**config.mk**
```make
export PLATFORM = sky130hd
export DESIGN_NAME = hv_bundle
export DESIGN_NICKNAME = d
export VERILOG_FILES = /design/src/rtl/hv_bundle.sv
export SDC_FILE = /design/constraint.sdc
export NUM_CORES = 2
export LEC_CHECK = 0
export CORE_ASPECT_RATIO = 1.75
export CORE_MARGIN = 3
export CORE_UTILIZATION = 34
export CTS_CLUSTER_DIAMETER = 50
export DETAILED_ROUTE_END_ITERATION = 12
export SLEW_MARGIN = 20
export SYNTH_ARGS = -nofsm -noshare
export SYNTH_HDL_FRONTEND = slang
export SYNTH_SLANG_ARGS = --single-unit
export TNS_END_PERCENT = 10
```
**constraint.sdc**
```tcl
create_clock -name clk -period 3.85 [get_ports clk]
set_input_delay 0.77 -clock clk [delete_from_list [all_inputs] [get_ports clk]]
set_output_delay 0.77 -clock clk [all_outputs]
set_load 0.1 [all_outputs]
```
**src/rtl/hv_bundle.sv**
```systemverilog
// Majority bundler: accumulates encoded hypervectors on two lanes into per-bit
// counters, then thresholds each lane against n/2 with a tie-break vector.
module hv_lane #(
  parameter int CNT_W = 8,
  parameter int VEC_W = 32
) (
  input  logic             clk,
  input  logic             rst,
  input  logic             clr,
  input  logic             inc,
  input  logic             ld,
  input  logic [VEC_W-1:0] d,
  input  logic [VEC_W-1:0] tie,
  input  logic [CNT_W-1:0] n,
  output logic [VEC_W-1:0] q
);
  logic [VEC_W-1:0][CNT_W-1:0] cnt;
  logic [VEC_W-1:0]            maj;

  // 2*cnt vs n compared at CNT_W+1 bits so a full counter never wraps
  always_comb begin
    maj = '0;
    for (int k = 0; k < VEC_W; k++) begin
      if ({cnt[k], 1'b0} > {1'b0, n})       maj[k] = 1'b1;
      else if ({cnt[k], 1'b0} == {1'b0, n}) maj[k] = tie[k];
    end
  end

  always_ff @(posedge clk) begin
    if (rst) begin
      cnt <= '0;
      q   <= '0;
    end else begin
      if (clr)
        cnt <= '0;
      else if (inc)
        for (int k = 0; k < VEC_W; k++) cnt[k] <= cnt[k] + CNT_W'(d[k]);
      if (ld) q <= maj;
    end
  end
endmodule

module hv_bundle #(
  parameter int CNT_W = 8
) (
  input  logic        clk,
  input  logic        rst,
  input  logic        start,
  input  logic        in_valid,
  input  logic [31:0] in_d_1,
  input  logic [31:0] in_d_2,
  input  logic        finish,
  input  logic [31:0] tie_d,
  input  logic        out_ready,
  output logic        out_valid,
  output logic [31:0] out_d_1,
  output logic [31:0] out_d_2,
  output logic        busy,
  output logic        ovf
);
  localparam int NUM_LANES = 2;
  localparam int VEC_W     = 32;
  localparam logic [CNT_W-1:0] N_MAX = '1;

  typedef enum logic [1:0] {IDLE, ACCUM, THRESH, DONE} state_t;

  state_t                            state;
  logic [CNT_W-1:0]                  n;
  logic [NUM_LANES-1:0][VEC_W-1:0]   lane_d, lane_q;
  logic                              accept, ld;

  // start outranks a same-cycle in_valid, so a restart never counts that vector
  assign accept = (state == ACCUM) && in_valid && !start && (n != N_MAX);
  assign ld     = (state == THRESH) && !start;
  assign lane_d = {in_d_2, in_d_1};
  assign out_d_1 = lane_q[0];
  assign out_d_2 = lane_q[1];
  assign busy    = (state != IDLE);

  for (genvar l = 0; l < NUM_LANES; l++) begin : g_lane
    hv_lane #(.CNT_W(CNT_W), .VEC_W(VEC_W)) u_lane (
      .clk (clk),
      .rst (rst),
      .clr (start),
      .inc (accept),
      .ld  (ld),
      .d   (lane_d[l]),
      .tie (tie_d),
      .n   (n),
      .q   (lane_q[l])
    );
  end

  always_ff @(posedge clk) begin
    if (rst) begin
      state     <= IDLE;
      n         <= '0;
      ovf       <= 1'b0;
      out_valid <= 1'b0;
    end else if (start) begin
      state     <= ACCUM;
      n         <= '0;
      ovf       <= 1'b0;
      out_valid <= 1'b0;
    end else begin
      case (state)
        ACCUM: begin
          if (in_valid) begin
            if (n != N_MAX) n   <= n + 1'b1;
            else            ovf <= 1'b1;
          end
          if (finish) state <= THRESH;
        end
        THRESH: begin
          out_valid <= 1'b1;
          state     <= DONE;
        end
        DONE: begin
          if (out_ready) begin
            out_valid <= 1'b0;
            state     <= IDLE;
          end
        end
        default: state <= IDLE;
      endcase
    end
  end
endmodule

```
==> metrics.cfg <==
[routing]
ant_nets = 0
wl_per_cell_um = 18.2
vias_per_cell = 5.33
first_pass_iters = 5
drc = 0
num_vias = 30300
drt_iter0_markers = 1303
drt_wl_total_um = 104000

[logic_synthesis]
synth_edf_count = 0
syn_area_per_cell_sq_um = 8.46
yosys_warnings = 0
synth_top_flop_cell = dfxtp_1
yosysUniqueCellTypes = 57
syn_inst = 4179
syn_nets = 4862
synthArstFlopShare_pct = 0
syn-cell-area_sq_um = 35300
seq_area_frac_synth_pct = 33.3
synth_seq_cells = 588

[setup_path]
critPathRequiredTime_ps = 3080
path_class = reg -> out
cp.arrival_ps = 2360
critical_path.slowest_cell = clkdlybuf4s50_1
end_kind = primary output
cp_top_family = buffers and inverters
cp_cell_sequence = clkdlybuf4s50_1
start_kind = flip-flop
r2r_start = n[0]$_SDFFE_PP0P_
startpoint = g_lane[1].u_lane.q[7]$_SDFFE_PP0P_
cp_max_fo = 2
crit_buf_inv = 1
cpPeakStageDelay_ps = 1210

[floorplanning]
start_util_pct = 34.5
die_h_um = 433
rows = 155
core-area_sq_um = 103000
dieArea_sq_um = 108000
io_pins = 169
die-width_um = 250

[global_routing]
grt_usage_pct = 18.9
grt_pass1_wl_um = 164000
grt_max_degree = 100
first_global_vias = 29700
antenna_found_initial = 4
overflow = 0

[place]
gp_congestion = 0.802
port_buffers = 168
dpl.hpwl_um = 68400

[sta]
slew_viol_final = 0
finalHoldViolations = 0
min_period_over_period_pct = 81.4
fin_worst_skew_ps = 27.5
clock.fmax_mhz = 319
setup_viol = 0
min_period_ps = 3130
tightest_slew_ps = 1110
relSlewSlack_pct = 25.5
rsz0062_at_grt = no
fin_tns_setup_ps = 0

[power]
leakagePower_nw = 16.5
combPwrFrac_pct = 6.0
p_clk_share_pct = 48.6
p_per_area_nw_per_um2 = 331
pwr-share-seq_pct = 45.4
p_sw_share_pct = 25.2
totalPowerFinal_w = 0.0135
power.internal_w = 0.0101
p_switching_w = 0.00340
vdd_drop_max_mv = 0.314

[job]
drv_cap = 0

[layout]
mostFrequentLayoutCell = dfxtp_1
area_growth_pct = 15.6
final_cell_mix = dfxtp_1, ha_1, nor2_1, nand2_1, xor2_1
fin_nets = 4986
final_layout_size_suffix_gt1_share_pct = 4.25

[min_path]
hold_class = reg -> reg
hp-start = g_lane[1].u_lane.cnt[16]$_SDFFE_PP0P_

[cts]
ctsRootBufferMaster = clkbuf_16
holdBufCountCts = 0
cts_max_level = 3
cts_resized = 0
clkSinkCount = 588
cts_tree = done
worstSkewPairLatency_ps = 640
cts_setup_buffers = 0
numCtsBuffers = 66
clkTransAtPathRegs_ps = 70
cts_buffer_depth = 3

[outcome]
status = finished clean

==> final timing paths <==
path	endpoint	slack, ps	cells after the start
max	out_d_2[7]	720	1
min	g_lane[1].u_lane.cnt[16]$_SDFFE_PP0P_	480	2
max reg2reg	g_lane[0].u_lane.cnt[178]$_SDFFE_PP0P_	940	7
min reg2reg	g_lane[1].u_lane.cnt[16]$_SDFFE_PP0P_	480	2
==> layout make-up <==
class                   instances  area, sq um
clock inverters                31          368
diodes                          1         2.50
repair buffers                223         2330
multi-input cells            3370        22700
clock buffers                  86         1840
inverters                      54          219
fillers                     10200        61700
flip-flops and latches        588        11800
well taps                    1334         1670
==> through the flow <==
| step | setup slack (ps) | instance area, sq um | instances | hold slack (ps) | utilization [%] |
|---|---|---|---|---|---|
| floorplan | 921 | 35300 | 4179 | 457 | - |
| global placement | 867 | 38600 | 5568 | 463 | 37.6 |
| detailed placement | 840 | 38600 | 5569 | 470 | 37.7 |
| CTS | 658 | 40800 | 5686 | 479 | 39.8 |
| global route | 684 | 40800 | 5686 | 502 | 39.8 |
| finish | 716 | 40800 | 5687 | 477 | 39.8 |
==> routing by layer <==
layer  wire, um  up-vias  global-route usage [%]
li1           -    15100                       -
met2      50800      488                    33.5
met4       2790        4                    5.94
met5         27        -                       0
met1      45800    14600                    23.3
met3       4120      142                    2.84
==> flip-flops by register name (all words and copies together) (netlist names) <==
register,count
ovf,1
g_lane.u_lane.q,64
state,2
n,8
g_lane.u_lane.cnt,512
out_valid,1
==> cell usage after synthesis, types with 5 or more instances <==
cell type	n	area, sq um
dfxtp_1	588	11800
ha_1	581	7270
nor2_1	562	2110
nand2_1	552	2070
xor2_1	289	2530
a21oi_1	283	1420
nand4_1	206	1290
nand3_1	138	691
nor3_1	106	531
xnor2_1	90	788
buf_2	89	445
o21ai_0	87	435
and3_1	82	513
a21o_1	65	488
clkbuf_1	63	236
inv_1	54	203
a2111oi_0	48	420
nor4_1	47	294
a211oi_1	44	330
nor2b_1	34	213
o21bai_1	25	188
nor3b_1	19	143
or3_1	17	106
o22ai_1	11	68.8
o32ai_1	11	96.3
a211o_1	10	87.6
buf_4	9	67.6
nand3b_1	8	60.1
o31a_1	8	70.1
buf_1	5	18.8
or4_1	5	37.5
==> logic make-up (layout without fill, tap and decap cells) <==
family	count (synthesis)	count (layout)	share of synthesized area, %
mux	3	3	0.0850
compound gates	616	616	10.7
other cells	0	1	0
buf+inv	221	394	2.78
simple gates	1791	1791	23.1
fa+ha+maj	581	581	20.6
flops	588	588	33.3
xor+xnor	379	379	9.39
==> power by group through the flow <==
stage | logic, W | registers, W | clock network (W)
2_1_floorplan | 0.000346 | 0.00638 | 0
3_3_place_gp | 0.000811 | 0.00628 | 0
3_5_place_dp | 0.000817 | 0.00628 | 0
4_1_cts | 0.000820 | 0.00614 | 0.00676
5_1_grt | 0.000872 | 0.00614 | 0.00698
6_report | 0.000809 | 0.00614 | 0.00657
Note: power is estimated with default switching activity, not from simulation.
